$ cat src/rtl/deser_pkg.sv
// deser_pkg: shared constants and helpers for the deser_rx receiver.
//   DESER_W_DEF - default data word width
//   frame_len() - number of qualified bits per frame for a given width
//                 and parity setting
package deser_pkg;

  localparam int DESER_W_DEF = 8;

  // One extra bit per frame when a parity bit trails the data bits
  function automatic int frame_len(input int w, input bit parity_en);
    return parity_en ? w + 1 : w;
  endfunction

endpackage

$ cat src/rtl/deser_if.sv
// deser_if: bundles the serial input and the parallel valid/ready output
// of deser_rx.
//   master modport - the receiver: takes sin/sin_en/out_ready/clr_ovr,
//                    drives out_data/out_valid/overrun/parity_err
//   slave modport  - the environment feeding bits and consuming words
interface deser_if
  import deser_pkg::*;
#(
  parameter int W = DESER_W_DEF
);

  logic         sin;
  logic         sin_en;
  logic         out_ready;
  logic         clr_ovr;
  logic [W-1:0] out_data;
  logic         out_valid;
  logic         overrun;
  logic         parity_err;

  modport master (
    input  sin, sin_en, out_ready, clr_ovr,
    output out_data, out_valid, overrun, parity_err
  );

  modport slave (
    output sin, sin_en, out_ready, clr_ovr,
    input  out_data, out_valid, overrun, parity_err
  );

endinterface

$ cat src/rtl/deser_bit_counter.sv
// deser_bit_counter: modulo-F counter of qualified serial bits.
//   clk, reset_n - clock and asynchronous active-low reset
//   en           - count enable (one qualified bit)
//   last         - high when the count is F-1 and en is high, i.e. the
//                  bit being sampled this cycle closes the frame
module deser_bit_counter #(
  parameter int F = 8
) (
  input  logic clk,
  input  logic reset_n,
  input  logic en,
  output logic last
);

  localparam int CW = (F > 1) ? $clog2(F) : 1;

  logic [CW-1:0] count;

  assign last = en && (count == CW'(F - 1));

  always_ff @(posedge clk or negedge reset_n) begin
    if (!reset_n) begin
      count <= '0;
    end else if (en) begin
      count <= last ? '0 : count + CW'(1);
    end
  end

endmodule

$ cat src/rtl/deser_rx.sv
// deser_rx: serial-to-parallel receiver. Assembles LSB-first frames from
// qualified bits and presents each word in a valid/ready holding register
// with a sticky overrun flag.
//   clk, reset_n - clock and asynchronous active-low reset
//   bus          - deser_if master: sin/sin_en in, out_data/out_valid/
//                  out_ready handshake, overrun/clr_ovr, parity_err
// Optional feature: define DESER_PARITY_EN for a trailing even-parity bit
// per frame; otherwise parity_err is constant 0.
module deser_rx
  import deser_pkg::*;
#(
  parameter int W = DESER_W_DEF
) (
  input  logic     clk,
  input  logic     reset_n,
  deser_if.master  bus
);

`ifdef DESER_PARITY_EN
  localparam bit PARITY_EN = 1'b1;
`else
  localparam bit PARITY_EN = 1'b0;
`endif

  localparam int F = frame_len(W, PARITY_EN);

  logic [W-1:0] shreg;
  logic [W-1:0] word;
  logic         last;

  deser_bit_counter #(.F(F)) u_bit_counter (
    .clk     (clk),
    .reset_n (reset_n),
    .en      (bus.sin_en),
    .last    (last)
  );

  // Right shift with new bit at the MSB, so after W data bits the first
  // bit received sits in bit 0
  always_ff @(posedge clk or negedge reset_n) begin
    if (!reset_n) begin
      shreg <= '0;
    end else if (bus.sin_en) begin
      shreg <= {bus.sin, shreg[W-1:1]};
    end
  end

`ifdef DESER_PARITY_EN
  // The closing bit is parity, so the data is already fully in shreg
  assign word = shreg;

  always_ff @(posedge clk or negedge reset_n) begin
    if (!reset_n) begin
      bus.parity_err <= 1'b0;
    end else if (last) begin
      bus.parity_err <= ^{shreg, bus.sin};
    end
  end
`else
  // The closing bit is the last data bit and has not been shifted in yet
  assign word = {bus.sin, shreg[W-1:1]};
  assign bus.parity_err = 1'b0;
`endif

  // Holding register: a completed word always loads, even over an
  // unconsumed one; consumption only empties it when nothing new arrives
  always_ff @(posedge clk or negedge reset_n) begin
    if (!reset_n) begin
      bus.out_data  <= '0;
      bus.out_valid <= 1'b0;
    end else if (last) begin
      bus.out_data  <= word;
      bus.out_valid <= 1'b1;
    end else if (bus.out_valid && bus.out_ready) begin
      bus.out_valid <= 1'b0;
    end
  end

  // Sticky overrun; a new overrun takes priority over a same-cycle clear
  always_ff @(posedge clk or negedge reset_n) begin
    if (!reset_n) begin
      bus.overrun <= 1'b0;
    end else if (last && bus.out_valid && !bus.out_ready) begin
      bus.overrun <= 1'b1;
    end else if (bus.clr_ovr) begin
      bus.overrun <= 1'b0;
    end
  end

endmodule
$ cat src/flat_wrapper.sv
// flat-port wrapper written by rule: the top's interface ports become plain ports
module deser_rx_flat import deser_pkg::*;
#(
  parameter int W = DESER_W_DEF
)
  (clk, reset_n, bus_sin, bus_sin_en, bus_out_ready, bus_clr_ovr, bus_out_data, bus_out_valid, bus_overrun, bus_parity_err);
  deser_if #(.W(W)) bus_i ();
  input  logic clk;
  input  logic reset_n;
  input wire logic [$bits(bus_i.sin)-1:0] bus_sin;
  input wire logic [$bits(bus_i.sin_en)-1:0] bus_sin_en;
  input wire logic [$bits(bus_i.out_ready)-1:0] bus_out_ready;
  input wire logic [$bits(bus_i.clr_ovr)-1:0] bus_clr_ovr;
  output wire logic [$bits(bus_i.out_data)-1:0] bus_out_data;
  output wire logic [$bits(bus_i.out_valid)-1:0] bus_out_valid;
  output wire logic [$bits(bus_i.overrun)-1:0] bus_overrun;
  output wire logic [$bits(bus_i.parity_err)-1:0] bus_parity_err;
  assign bus_i.sin = bus_sin;
  assign bus_i.sin_en = bus_sin_en;
  assign bus_i.out_ready = bus_out_ready;
  assign bus_i.clr_ovr = bus_clr_ovr;
  assign bus_out_data = bus_i.out_data;
  assign bus_out_valid = bus_i.out_valid;
  assign bus_overrun = bus_i.overrun;
  assign bus_parity_err = bus_i.parity_err;
  deser_rx #(.W(W)) u_core (.clk(clk), .reset_n(reset_n), .bus(bus_i));
endmodule
$ cat config.mk
export PLATFORM = sky130hd
export DESIGN_NAME = deser_rx_flat
export DESIGN_NICKNAME = d
export VERILOG_FILES = /design/src/rtl/deser_pkg.sv /design/src/rtl/deser_if.sv /design/src/rtl/deser_bit_counter.sv /design/src/rtl/deser_rx.sv /design/src/flat_wrapper.sv
export SDC_FILE = /design/constraint.sdc
export NUM_CORES = 1
export LEC_CHECK = 0
export CORE_MARGIN = 1.5
export CORE_UTILIZATION = 25
export DETAILED_ROUTE_END_ITERATION = 7
export PLACE_DENSITY = 0.47
export SYNTH_ARGS = -nofsm -noshare
export SYNTH_HDL_FRONTEND = slang
export SYNTH_SLANG_ARGS = --single-unit
$ cat constraint.sdc
create_clock -name clk -period 2.8 [get_ports clk]
set_input_delay 0.42 -clock clk [delete_from_list [all_inputs] [get_ports clk]]
set_output_delay 0.42 -clock clk [all_outputs]
set_load 0.005 [all_outputs]
==> results.md <==
- Detailed Place HPWL: 903 um
- Slew @ Worst Pin: 0.872 ns
- Cell area after synthesis: approximately 790 sq um
- Total Power: 868 uW
- Vias: between 400 and 500
- First-pass GRT wire length: 2260 um
- Final hold violation count: 0
- Synth Area in Simple Gates: ~4.4%
- Compound-Gate Fraction of Synth Area: 2.38%
- Setup Viol. Count Final: 0
- Post-CTS setup buffers: 0
- Cells after Synth: 53
- Mux contribution to synthesized area: 22.7%
- Starting DRT DRC Count: 10
- Area grow syn2layout: 28.7%
- CTS Hold Bufs: 0
- VDD IR max: 0.000303 V
- CP Cell Sequence: clkdlybuf4s50_1, nand2_4, mux2_2
- IO Port Bufs: 15
- CP Launch Type: input port
- Gr usage total: 8.84%
- F_max: approximately 0.63 GHz
- GP Congestion: 0.642
- Fin. max-slew vios: 0
- Largest family of logic cells by synthesized area: multiplexers
- Initial Util: 26.0%
- Static leakage: 0.453 nW
- Hold WC Path Type: flip-flop to flip-flop
- R2r endpoint: u_core.bus.out_data[4]
- H-tree depth: 1
- Core area: between 0.003 and 0.004 sq mm
- Critical path class: input port to flip-flop
- CTS Sinks: 20
- RSZ-0062 raised after global routing: no
- Clk_lat worst skew: 0.29 ns
- Longest Clk Path Bufs: 2
- Root Driver: clkbuf_4
- Seq/Total Area, Yosys: 63.5%
- Final min period: 1.59 ns
- Final worst-path cycle share: a little under three fifths
- CP max stage cell: clkdlybuf4s50_1
- Rel. slew slack: 41.7%
- Clock skew: 0.00264 ns
- Vias in the first global route: just over 500
- Antenna diodes: 0
- Die Area: 0.00350 sq mm
- Cts bufs inserted: 3
- Count of non-filler cells in the finished layout: between 100 and 150
- Num rows: 20
- Placed Cells: 110
- Post-Synth Adder-Cell Area: between 3 and 4%
- Remaining Overflow, GRT: 0
- XOR/XNOR Fraction of Synth Area: 0%
- Nets: 79
- Drt via density: 3.95
- CP delay by family, top: buffers and inverters
- Routed Antenna Nets: 0
- P per Cell Area: 856 mW/mm^2
- FF+latch count, synth: 20
- CP peak stage delay: 0.83 ns
- Setup_tns: 0 ns
- CP arrival: 1.77 ns
- Cts repair resizes: 0
- Bufs and invs on worst path: 1
- Die Wd: slightly below 60 um
- Initial antenna violation count: 0
- Net Count, Synth: a little over 60
- Routed WL: around 1300 um
- Die Span Y: just under 60 um
- Initial DRT Pass Iterations: 2
- Hold Startpoint: u_core.shreg[1]
- Reg2reg start: u_core.u_bit_counter.count[0]
- Worst reg2reg setup slack: 1.29 ns
- Mapped Avg Cell Area: around 15 sq um
- # IOs: 17
- Largest net degree at the start of global routing: 21
- Avg WL per Cell: 11.0 um
- Layout cells sized above 1: 28.6%
- Status: finished clean
- Hold path endpoint: u_core.shreg[1]
- Total of max-cap violations: 0
- DR DRC count: 0
- CP Capture Type: flip-flop
- Cell variety after synth: 11
- Path depth of the worst reg2reg path: 4
- Most common cell after layout, fill and taps aside: dfrtp_1
- Warning count from the yosys run: 0
- Reg clk slew, reported paths: 0.10 ns
- Hold path cells: 1
- WP data required: 2.99 ns
- Final core occ: roughly a third
- Maximum fanout along the worst path: 14
- CTS tree: built
- Commonest non-fill, non-tap cells in the layout: dfrtp_1, mux2_2, clkdlybuf4s50_1
==> sequential cells by signal (all words and copies together), names as in the netlist <==
signal                      cells
u_core.bus.overrun              1
u_core.shreg                    7
u_core.u_bit_counter.count      3
u_core.bus.out_valid            1
u_core.bus.out_data             8
==> area by class of cell <==
| type | instances | area (sq um) |
|---|---|---|
| sequential | 20 | 500 |
| timing repair buffer | 15 | 150 |
| clock buffer | 4 | 36.3 |
| tap | 44 | 55.1 |
| inverter | 3 | 11.3 |
| fill | 303 | 2010 |
| multi-input combinational | 28 | 262 |
==> cells in the mapped netlist (all sizes together) <==
cell type / n / share of area (%)
mux2i: 1 / 1.3
ha: 2 / 3.2
mux2: 15 / 21
buf: 2 / 1.9
nand2b: 2 / 1.6
nand2: 4 / 2.9
o22ai: 3 / 2.4
inv: 3 / 1.4
conb: 1 / 0.48
dfrtp: 20 / 63
==> per-layer routing <==
layer	wire length, um	vias to the layer above	GRT usage (%)
met2	670	6	14.9
met3	24	2	1.97
li1	-	213	-
met4	8	0	5.84
met1	550	229	9.94
met5	0	-	0
==> logic make-up after synthesis <==
kind of cell / after synthesis
adder cells (fa/ha/maj): 2
AO/OA/AOI/OAI: 3
flip-flops: 20
AND/OR/NAND/NOR: 6
multiplexers: 16
other: 1
buffers and inverters: 5
==> through the flow <==
stage	setup slack [ns]	cell area, sq um	hold WS (ns)
floorplan	1.42	788	0.124
global route	1.13	1010	0.541
global placement	0.883	978	0.471
finish	1.21	1010	0.510
detailed placement	0.857	978	0.492
CTS	1.19	1010	0.513
==> worst register-to-register path, stage by stage, from the launching register on <==
cell and delay, ns:
dfrtp_1 0.41, ha_1 0.22, ha_1 0.25, nand2_4 0.16
mux2_2 0.36
==> worst max path at each step <==
stage,cells past startpoint,slack (ns),startpoint,end
global placement,3,0.88,bus_sin_en,u_core.bus.out_data[2]
finish,3,1.21,bus_sin_en,u_core.bus.out_data[4]
floorplan,4,1.42,u_core.u_bit_counter.count[0],u_core.bus.out_data[0]
global route,3,1.13,bus_sin_en,u_core.bus.out_data[7]
CTS,1,1.19,u_core.bus.out_valid,bus_out_valid
detailed placement,3,0.86,bus_sin_en,u_core.bus.out_data[3]
==> power breakdown <==
group          internal, mW  total, mW  switching (mW)
registers             0.386      0.441          0.0545
logic                 0.185      0.266          0.0810
clock network        0.0792      0.162          0.0824
total                 0.650      0.868           0.218
Note: power is estimated with default switching activity, not from simulation.
